[src/rtl/tt_vpu_ovi_issue_queue_if.sv]
`default_nettype none
// ============================================================================
// Module      : tt_vpu_ovi_issue_queue_if
// Description : Bundle of the OVI issue/dispatch bus, the execution-side
//               handshake and the status outputs of the vector issue queue.
//               master = core / execution front end, slave = issue queue.
//   issue_*     : new instruction from the core (valid, inst, sb_id, scalar,
//                 vcsr, vcsr_lmulb2)
//   dispatch_*  : seniority / kill events for the oldest undispatched entry
//   issue_credit: one-cycle pulse per freed entry
//   exe_*       : head-entry offer to execution (valid/ready + payload)
//   occupancy, err_overflow, err_dispatch : status
// Revision    : 1.0 - initial release
// ============================================================================
interface tt_vpu_ovi_issue_queue_if #(
    parameter int DEPTH = 4
);
    localparam int OCC_W = $clog2(DEPTH) + 1;

    logic             issue_valid;
    logic [31:0]      issue_inst;
    logic [4:0]       issue_sb_id;
    logic [63:0]      issue_scalar_opnd;
    logic [39:0]      issue_vcsr;
    logic             issue_vcsr_lmulb2;
    logic             dispatch_next_senior;
    logic             dispatch_kill;
    logic [4:0]       dispatch_sb_id;
    logic             issue_credit;
    logic             exe_valid;
    logic             exe_ready;
    logic [31:0]      exe_inst;
    logic [4:0]       exe_sb_id;
    logic [63:0]      exe_scalar_opnd;
    logic [40:0]      exe_vcsr;
    logic [OCC_W-1:0] occupancy;
    logic             err_overflow;
    logic             err_dispatch;

    modport master (
        output issue_valid, issue_inst, issue_sb_id, issue_scalar_opnd,
               issue_vcsr, issue_vcsr_lmulb2,
               dispatch_next_senior, dispatch_kill, dispatch_sb_id, exe_ready,
        input  issue_credit, exe_valid, exe_inst, exe_sb_id, exe_scalar_opnd,
               exe_vcsr, occupancy, err_overflow, err_dispatch
    );

    modport slave (
        input  issue_valid, issue_inst, issue_sb_id, issue_scalar_opnd,
               issue_vcsr, issue_vcsr_lmulb2,
               dispatch_next_senior, dispatch_kill, dispatch_sb_id, exe_ready,
        output issue_credit, exe_valid, exe_inst, exe_sb_id, exe_scalar_opnd,
               exe_vcsr, occupancy, err_overflow, err_dispatch
    );
endinterface
`default_nettype wire

[src/rtl/tt_vpu_ovi_issue_queue.sv]
`default_nettype none
// ============================================================================
// Module      : tt_vpu_ovi_issue_queue
// Description : Vector-side OVI issue queue. Buffers issued instructions in a
//               circular buffer, marks them senior/killed as the core
//               dispatches them in order, offers senior heads to execution,
//               silently drops killed heads and returns one credit per freed
//               entry. Flags overflow and dispatch protocol errors (sticky).
//   clk     : clock, rising edge
//   reset_n : asynchronous active-low reset
//   bus     : tt_vpu_ovi_issue_queue_if.slave (issue, dispatch, exe, status)
// Revision    : 1.0 - initial release
// ============================================================================
module tt_vpu_ovi_issue_queue #(
    parameter int DEPTH = 4
) (
    input  logic                       clk,
    input  logic                       reset_n,
    tt_vpu_ovi_issue_queue_if.slave    bus
);
    localparam int IDX_W = $clog2(DEPTH);
    localparam int PTR_W = IDX_W + 1;

    typedef enum logic [1:0] {
        ST_PEND   = 2'd0,
        ST_SENIOR = 2'd1,
        ST_KILLED = 2'd2
    } ent_state_e;

    logic [31:0] inst_q   [DEPTH];
    logic [4:0]  sb_q     [DEPTH];
    logic [63:0] scalar_q [DEPTH];
    logic [40:0] vcsr_q   [DEPTH];
    ent_state_e  state_q  [DEPTH];

    logic [PTR_W-1:0] wr_ptr_q,   wr_ptr_d;
    logic [PTR_W-1:0] disp_ptr_q, disp_ptr_d;
    logic [PTR_W-1:0] rd_ptr_q,   rd_ptr_d;
    logic             credit_q,   credit_d;
    logic             err_ovf_q,  err_ovf_d;
    logic             err_disp_q, err_disp_d;

    logic [IDX_W-1:0] wr_idx, disp_idx, rd_idx;
    logic [PTR_W-1:0] occ;
    logic             full, empty, do_issue;
    logic             disp_req, disp_both, pend_avail, same_cycle_tgt, disp_ok;
    logic             deq;
    ent_state_e       disp_state, issue_state, head_state;

    assign wr_idx   = wr_ptr_q[IDX_W-1:0];
    assign disp_idx = disp_ptr_q[IDX_W-1:0];
    assign rd_idx   = rd_ptr_q[IDX_W-1:0];

    // Fullness is judged on the registered pointers, so an issue arriving in
    // the same cycle as a dequeue from a full queue is still rejected.
    assign occ      = wr_ptr_q - rd_ptr_q;
    assign full     = (occ == PTR_W'(DEPTH));
    assign empty    = (occ == '0);
    assign do_issue = bus.issue_valid & ~full;

    // The dispatch target is the oldest undispatched stored entry; when none
    // exists it may be the entry being written this cycle, matched by sb_id.
    assign disp_req       = bus.dispatch_next_senior | bus.dispatch_kill;
    assign disp_both      = bus.dispatch_next_senior & bus.dispatch_kill;
    assign pend_avail     = (disp_ptr_q != wr_ptr_q);
    assign same_cycle_tgt = ~pend_avail & do_issue &
                            (bus.issue_sb_id == bus.dispatch_sb_id);
    assign disp_ok        = disp_req & ~disp_both &
                            (pend_avail ? (sb_q[disp_idx] == bus.dispatch_sb_id)
                                        : same_cycle_tgt);
    assign disp_state     = bus.dispatch_next_senior ? ST_SENIOR : ST_KILLED;
    assign issue_state    = (disp_ok & ~pend_avail) ? disp_state : ST_PEND;

    // Only the registered head state drives exe_valid; exe_ready merely
    // decides whether the offered entry leaves.
    assign head_state = state_q[rd_idx];
    assign deq        = ~empty & ((head_state == ST_KILLED) |
                                  ((head_state == ST_SENIOR) & bus.exe_ready));

    always_comb begin
        wr_ptr_d   = wr_ptr_q   + (do_issue ? PTR_W'(1) : '0);
        disp_ptr_d = disp_ptr_q + (disp_ok  ? PTR_W'(1) : '0);
        rd_ptr_d   = rd_ptr_q   + (deq      ? PTR_W'(1) : '0);
        credit_d   = deq;
        err_ovf_d  = err_ovf_q  | (bus.issue_valid & full);
        err_disp_d = err_disp_q | (disp_req & ~disp_ok);
    end

    always_ff @(posedge clk or negedge reset_n) begin
        if (!reset_n) begin
            for (int i = 0; i < DEPTH; i++) begin
                inst_q[i]   <= '0;
                sb_q[i]     <= '0;
                scalar_q[i] <= '0;
                vcsr_q[i]   <= '0;
                state_q[i]  <= ST_PEND;
            end
            wr_ptr_q   <= '0;
            disp_ptr_q <= '0;
            rd_ptr_q   <= '0;
            credit_q   <= 1'b0;
            err_ovf_q  <= 1'b0;
            err_disp_q <= 1'b0;
        end else begin
            if (do_issue) begin
                inst_q[wr_idx]   <= bus.issue_inst;
                sb_q[wr_idx]     <= bus.issue_sb_id;
                scalar_q[wr_idx] <= bus.issue_scalar_opnd;
                vcsr_q[wr_idx]   <= {bus.issue_vcsr_lmulb2, bus.issue_vcsr};
                state_q[wr_idx]  <= issue_state;
            end
            // disp_idx can equal wr_idx only when full, where no issue occurs.
            if (disp_ok && pend_avail) begin
                state_q[disp_idx] <= disp_state;
            end
            wr_ptr_q   <= wr_ptr_d;
            disp_ptr_q <= disp_ptr_d;
            rd_ptr_q   <= rd_ptr_d;
            credit_q   <= credit_d;
            err_ovf_q  <= err_ovf_d;
            err_disp_q <= err_disp_d;
        end
    end

    assign bus.exe_valid       = ~empty & (head_state == ST_SENIOR);
    assign bus.exe_inst        = inst_q[rd_idx];
    assign bus.exe_sb_id       = sb_q[rd_idx];
    assign bus.exe_scalar_opnd = scalar_q[rd_idx];
    assign bus.exe_vcsr        = vcsr_q[rd_idx];
    assign bus.issue_credit    = credit_q;
    assign bus.occupancy       = occ;
    assign bus.err_overflow    = err_ovf_q;
    assign bus.err_dispatch    = err_disp_q;

endmodule
`default_nettype wire

[src/flat_wrapper.sv]
// flat-port wrapper written by rule: the top's interface ports become plain ports
module tt_vpu_ovi_issue_queue_flat 
#(
    parameter int DEPTH = 4
)
  (clk, reset_n, bus_issue_valid, bus_issue_inst, bus_issue_sb_id, bus_issue_scalar_opnd, bus_issue_vcsr, bus_issue_vcsr_lmulb2, bus_dispatch_next_senior, bus_dispatch_kill, bus_dispatch_sb_id, bus_exe_ready, bus_issue_credit, bus_exe_valid, bus_exe_inst, bus_exe_sb_id, bus_exe_scalar_opnd, bus_exe_vcsr, bus_occupancy, bus_err_overflow, bus_err_dispatch);
  tt_vpu_ovi_issue_queue_if #(.DEPTH(DEPTH)) bus_i ();
  input  logic clk;
  input  logic reset_n;
  input wire logic [$bits(bus_i.issue_valid)-1:0] bus_issue_valid;
  input wire logic [$bits(bus_i.issue_inst)-1:0] bus_issue_inst;
  input wire logic [$bits(bus_i.issue_sb_id)-1:0] bus_issue_sb_id;
  input wire logic [$bits(bus_i.issue_scalar_opnd)-1:0] bus_issue_scalar_opnd;
  input wire logic [$bits(bus_i.issue_vcsr)-1:0] bus_issue_vcsr;
  input wire logic [$bits(bus_i.issue_vcsr_lmulb2)-1:0] bus_issue_vcsr_lmulb2;
  input wire logic [$bits(bus_i.dispatch_next_senior)-1:0] bus_dispatch_next_senior;
  input wire logic [$bits(bus_i.dispatch_kill)-1:0] bus_dispatch_kill;
  input wire logic [$bits(bus_i.dispatch_sb_id)-1:0] bus_dispatch_sb_id;
  input wire logic [$bits(bus_i.exe_ready)-1:0] bus_exe_ready;
  output wire logic [$bits(bus_i.issue_credit)-1:0] bus_issue_credit;
  output wire logic [$bits(bus_i.exe_valid)-1:0] bus_exe_valid;
  output wire logic [$bits(bus_i.exe_inst)-1:0] bus_exe_inst;
  output wire logic [$bits(bus_i.exe_sb_id)-1:0] bus_exe_sb_id;
  output wire logic [$bits(bus_i.exe_scalar_opnd)-1:0] bus_exe_scalar_opnd;
  output wire logic [$bits(bus_i.exe_vcsr)-1:0] bus_exe_vcsr;
  output wire logic [$bits(bus_i.occupancy)-1:0] bus_occupancy;
  output wire logic [$bits(bus_i.err_overflow)-1:0] bus_err_overflow;
  output wire logic [$bits(bus_i.err_dispatch)-1:0] bus_err_dispatch;
  assign bus_i.issue_valid = bus_issue_valid;
  assign bus_i.issue_inst = bus_issue_inst;
  assign bus_i.issue_sb_id = bus_issue_sb_id;
  assign bus_i.issue_scalar_opnd = bus_issue_scalar_opnd;
  assign bus_i.issue_vcsr = bus_issue_vcsr;
  assign bus_i.issue_vcsr_lmulb2 = bus_issue_vcsr_lmulb2;
  assign bus_i.dispatch_next_senior = bus_dispatch_next_senior;
  assign bus_i.dispatch_kill = bus_dispatch_kill;
  assign bus_i.dispatch_sb_id = bus_dispatch_sb_id;
  assign bus_i.exe_ready = bus_exe_ready;
  assign bus_issue_credit = bus_i.issue_credit;
  assign bus_exe_valid = bus_i.exe_valid;
  assign bus_exe_inst = bus_i.exe_inst;
  assign bus_exe_sb_id = bus_i.exe_sb_id;
  assign bus_exe_scalar_opnd = bus_i.exe_scalar_opnd;
  assign bus_exe_vcsr = bus_i.exe_vcsr;
  assign bus_occupancy = bus_i.occupancy;
  assign bus_err_overflow = bus_i.err_overflow;
  assign bus_err_dispatch = bus_i.err_dispatch;
  tt_vpu_ovi_issue_queue #(.DEPTH(DEPTH)) u_core (.clk(clk), .reset_n(reset_n), .bus(bus_i));
endmodule
[config.mk]
export PLATFORM = sky130hd
export DESIGN_NAME = tt_vpu_ovi_issue_queue_flat
export DESIGN_NICKNAME = d
export VERILOG_FILES = /design/src/rtl/tt_vpu_ovi_issue_queue_if.sv /design/src/rtl/tt_vpu_ovi_issue_queue.sv /design/src/flat_wrapper.sv
export SDC_FILE = /design/constraint.sdc
export NUM_CORES = 1
export LEC_CHECK = 0
export CAP_MARGIN = 20
export CORE_UTILIZATION = 56
export DETAILED_ROUTE_END_ITERATION = 16
export GPL_TIMING_DRIVEN = 0
export PLACE_DENSITY = 0.8
export SYNTH_ARGS = -nofsm -noshare
export SYNTH_HDL_FRONTEND = slang
export SYNTH_SLANG_ARGS = --single-unit
[constraint.sdc]
create_clock -name clk -period 2.85 [get_ports clk]
set_input_delay 0.57 -clock clk [delete_from_list [all_inputs] [get_ports clk]]
set_output_delay 0.57 -clock clk [all_outputs]
set_load 0.01 [all_outputs]
==> insert_results.sql <==
INSERT INTO impl_metrics (metric_group, metric, value, unit) VALUES
('outcome', 'outcome', 'finished with violations', ''),
('outcome', 'violations', 'setup timing', ''),
('power', 'power.switching', '13.54', 'mW'),
('floorplanning', 'row_count', '78', ''),
('setup_path', 'r2r.worst_path.cells', '10', ''),
('routing', 'routed_via_density', '5.814', ''),
('logic_synthesis', 'synth_xor_area_share', '0.7112', '%'),
('grt', 'largest_net_degree_at_the_start_of_global_routing', '125', ''),
('place', 'io_buffers', '300', ''),
('routing', 'drc', '0', ''),
('clock_tree', 'numClockSinks', '588', ''),
('logic_synthesis', 'synth_net_count', '1652', ''),
('logic_synthesis', 'post_synth_mux_area_share', '38.61', '%'),
('floorplanning', 'design.core.area', '0.04528', 'mm^2'),
('setup_path', 'crit_end', 'bus_exe_valid', ''),
('power', 'power.ir.vdd_worst', '0.7537', 'mV'),
('sta', 'final_setup_skew', '0.01273', 'ns'),
('setup_path', 'worstSetupEndpointType', 'output port', ''),
('clock_tree', 'cts_buffer_depth', '3', ''),
('logic_synthesis', 'number_of_warnings_reported_in_the_yosys_synthesis_log', '0', ''),
('clock_tree', 'worstSkewPairLatency', '0.61', 'ns'),
('power', 'power.share.switching', '31.61', '%'),
('setup_path', 'timing.critical_path.arrival', '2.39', 'ns'),
('setup_path', 'crit_slowest_cell', 'sky130_fd_sc_hd__fa_2', ''),
('floorplanning', 'floorplan.die_area', '0.04673', 'mm^2'),
('power', 'p_int', '29.31', 'mW'),
('setup_path', 'crit_start', 'u_core.rd_ptr_q[0]$_DFF_PN0_', ''),
('logic_synthesis', 'number_of_enable_flip_flop_cells_after_synthesis', '0', ''),
('logic_synthesis', 'postSynthRegisterBits', '588', ''),
('setup_path', 'timing.reg2reg.setup_slack', '0.05', 'ns'),
('setup_path', 'timing.critical_path.cells', 'buf_12 > ha_4 > fa_2 > inv_2 > nor3_4 > nor3b_2 > buf_4', ''),
('logic_synthesis', 'post_synth_and_or_nand_nor_area_fraction', '0.8476', '%'),
('routing', 'vias', '14890', ''),
('power', 'power_density', '1312', 'mW/mm^2'),
('logic_synthesis', 'synth_top_family_by_area', 'multiplexers', ''),
('final_layout', 'net_count_final', '2073', ''),
('logic_synthesis', 'post_synth_instance_area', '0.02569', 'mm^2'),
('sta', 'post-route-period-util', '103.8', '%'),
('sta', 'finalCriticalPeriod', '2.959', 'ns'),
('final_layout', 'drive_above_1_share', '55.04', '%'),
('logic_synthesis', 'synthesis.instances', '1490', ''),
('routing', 'route.detailed.wl_per_inst', '24.02', 'um'),
('floorplanning', 'chipHeight', '216.2', 'um'),
('routing', 'drtIter0Drc', '773', ''),
('setup_path', 'path_class', 'flip-flop to output port', ''),
('grt', 'first_global_vias', '16560', ''),
('flow_run', 'cap_violations', '0', ''),
('logic_synthesis', 'ys_async_sr_fraction', '100.0', '%'),
('setup_path', 'start_kind', 'flip-flop', ''),
('logic_synthesis', 'netlist-cell-type-count', '38', ''),
('setup_path', 'crit_path_leading_delay_family', 'adder cells', ''),
('setup_path', 'crit_path_max_incr_delay', '0.57', 'ns'),
('final_layout', 'layout.core_utilization', '72.11', '%'),
('sta', 'worst-slew-pin-transition', '0.6570', 'ns'),
('sta', 'setup_slack', '-0.1091', 'ns'),
('min_path', 'hold_path.class', 'flip-flop to flip-flop', ''),
('routing', 'firstDrtPassIters', '4', ''),
('final_layout', 'layout_common_cells', '585 x sky130_fd_sc_hd__dfrtp_1, 547 x sky130_fd_sc_hd__mux2_2, 154 x sky130_fd_sc_hd__clkdlybuf4s50_1, 144 x sky130_fd_sc_hd__mux4_2, 94 x sky130_fd_sc_hd__buf_6', ''),
('setup_path', 'critPathBufInv', '3', ''),
('power', 'p_seq_share', '34.6', '%'),
('setup_path', 'destination_of_the_worst_register_to_register_timing_path', 'u_core.scalar_q[162]$_DFFE_PN0P_', ''),
('sta', 'finalSetupViolations', '10', ''),
('routing', 'antenna_violating_nets_post_route', '0', ''),
('sta', 'hold-worst-slack', '0.4668', 'ns'),
('final_layout', 'final_cell_area', '0.03265', 'mm^2'),
('sta', 'fmaxAchievable', '0.3379', 'GHz'),
('clock_tree', 'cts_tree', 'done', ''),
('final_layout', 'layout.cells.most_common', 'sky130_fd_sc_hd__dfrtp_1', ''),
('clock_tree', 'cts_made_buffers', '60', ''),
('place', 'finalWeightedCongestion', '0.8041', ''),
('final_layout', 'n_fill_cell', '2918', '');
-- worst register-to-register path, cell delays in order (launching register included) --
cell and delay [ns]:
sky130_fd_sc_hd__dfrtp_2 0.43, sky130_fd_sc_hd__buf_12 0.14, sky130_fd_sc_hd__ha_4 0.15, sky130_fd_sc_hd__fa_2 0.36, sky130_fd_sc_hd__xor3_2 0.30, sky130_fd_sc_hd__buf_4 0.15, sky130_fd_sc_hd__nand3_4 0.14, sky130_fd_sc_hd__nand4_4 0.14
sky130_fd_sc_hd__buf_4 0.19, sky130_fd_sc_hd__buf_2 0.30, sky130_fd_sc_hd__mux2_2 0.38
-- cells by family (layout without fill, tap and decap cells) --
logic type | after synthesis | count (layout)
adder cells (fa/ha/maj) | 9 | 9
AND/OR/NAND/NOR | 30 | 30
XOR/XNOR | 19 | 19
flip-flops | 588 | 588
buffers and inverters | 103 | 566
multiplexers | 735 | 735
AO/OA/AOI/OAI | 6 | 6
other | 0 | 8
-- power groups by stage --
stage | logic, mW | registers [mW] | clock network (mW)
2_1_floorplan | 12.2 | 14.1 | 0
3_3_place_gp | 18.4 | 14.6 | 0
3_5_place_dp | 18.9 | 14.8 | 0
4_1_cts | 19.9 | 14.8 | 7.93
5_1_grt | 21.5 | 15.3 | 8.26
6_report | 20.2 | 14.8 | 7.78
-- worst min path at each step --
stage / endpoint / slack, ns / from / cells past startpoint
after global placement: u_core.bus.err_overflow$_DFF_PN0_ / 0.45 / u_core.bus.err_overflow$_DFF_PN0_ / 1
after detailed placement: u_core.bus.err_overflow$_DFF_PN0_ / 0.45 / u_core.bus.err_overflow$_DFF_PN0_ / 1
after global routing: u_core.bus.err_overflow$_DFF_PN0_ / 0.49 / u_core.bus.err_overflow$_DFF_PN0_ / 1
final: u_core.bus.err_overflow$_DFF_PN0_ / 0.47 / u_core.bus.err_overflow$_DFF_PN0_ / 1
after floorplan: u_core.bus.err_dispatch$_DFF_PN0_ / 0.27 / reset_n / 0
after CTS: u_core.bus.err_overflow$_DFF_PN0_ / 0.46 / bus_issue_valid / 2
-- stage by stage --
stage	TNS [ns]	power, mW	worst slack [ns]
final	-0.2770	42.85	-0.1091
after global routing	-2.584	45.03	-0.1708
after CTS	-11.12	42.57	-0.2128
after detailed placement	-227.73	33.73	-1.224
after global placement	-	33.04	-23.57
after floorplan	0	26.23	0.2862
-- repair_timing --
item / 4_1_cts / 5_1_grt
gates cloned: 10 / 4
resized for setup: 741 / 112
hold buffers: 1 / 0
buffers inserted: 38 / 11
setup endpoints to repair: 721 / 782
endpoints found under the hold margin: 84 / 0
pin swaps: 7 / 4
-- cell usage after synthesis (2+ instances only) --
| cell | instances | area share (%) |
|---|---|---|
| sky130_fd_sc_hd__buf_1 | 18 | 0.26 |
| sky130_fd_sc_hd__xor2_1 | 5 | 0.17 |
| sky130_fd_sc_hd__or3_1 | 2 | 0.049 |
| sky130_fd_sc_hd__mux2_2 | 547 | 24 |
| sky130_fd_sc_hd__mux4_1 | 3 | 0.31 |
| sky130_fd_sc_hd__inv_1 | 8 | 0.12 |
| sky130_fd_sc_hd__nand4_2 | 4 | 0.19 |
| sky130_fd_sc_hd__nor2_1 | 2 | 0.029 |
| sky130_fd_sc_hd__mux4_2 | 144 | 13 |
| sky130_fd_sc_hd__ha_1 | 8 | 0.39 |
| sky130_fd_sc_hd__buf_2 | 65 | 1.3 |
| sky130_fd_sc_hd__buf_6 | 2 | 0.088 |
| sky130_fd_sc_hd__dfrtp_1 | 588 | 57 |
| sky130_fd_sc_hd__mux2i_1 | 20 | 0.78 |
| sky130_fd_sc_hd__a21oi_1 | 2 | 0.039 |
| sky130_fd_sc_hd__nand4_1 | 5 | 0.12 |
| sky130_fd_sc_hd__nor4_1 | 3 | 0.073 |
| sky130_fd_sc_hd__or3_4 | 2 | 0.088 |
| sky130_fd_sc_hd__mux2_1 | 21 | 0.92 |
| sky130_fd_sc_hd__clkbuf_1 | 7 | 0.10 |
| sky130_fd_sc_hd__buf_4 | 3 | 0.088 |
| sky130_fd_sc_hd__nand3_1 | 3 | 0.058 |
| sky130_fd_sc_hd__xnor2_1 | 13 | 0.44 |
-- flip-flops by register name (all words and copies together) (netlist names), 3 cells and up --
| name | count |
|---|---|
| u_core.vcsr_q | 164 |
| u_core.disp_ptr_q | 3 |
| u_core.inst_q | 128 |
| u_core.scalar_q | 256 |
| u_core.wr_ptr_q | 3 |
| u_core.sb_q | 20 |
| u_core.state_q | 8 |
| u_core.rd_ptr_q | 3 |
-- area by class of cell --
type / instances / area [um^2] / area share [%]
clock buffers: 90 / 1785 / 5.468
plain buffers: 94 / 1007 / 3.085
inverters: 8 / 30.03 / 0.09196
clock inverters: 14 / 156.4 / 0.4790
multi-input cells: 799 / 10560 / 32.33
well taps: 600 / 750.7 / 2.299
flip-flops and latches: 588 / 14720 / 45.07
diodes: 8 / 20.02 / 0.06131
repair buffers: 360 / 3627 / 11.11
-- per-layer routing --
| metal | track usage [%] | up-vias | part of all wire [%] |
|---|---|---|---|
| met1 | 37.19 | 7941 | 42 |
| li1 | - | 6501 | - |
| met5 | 0.8333 | - | 0.10 |
| met4 | 9.930 | 10 | 3.0 |
| met3 | 6.302 | 102 | 6.1 |
| met2 | 42.36 | 335 | 49 |
Note: power is estimated with default switching activity, not from simulation.
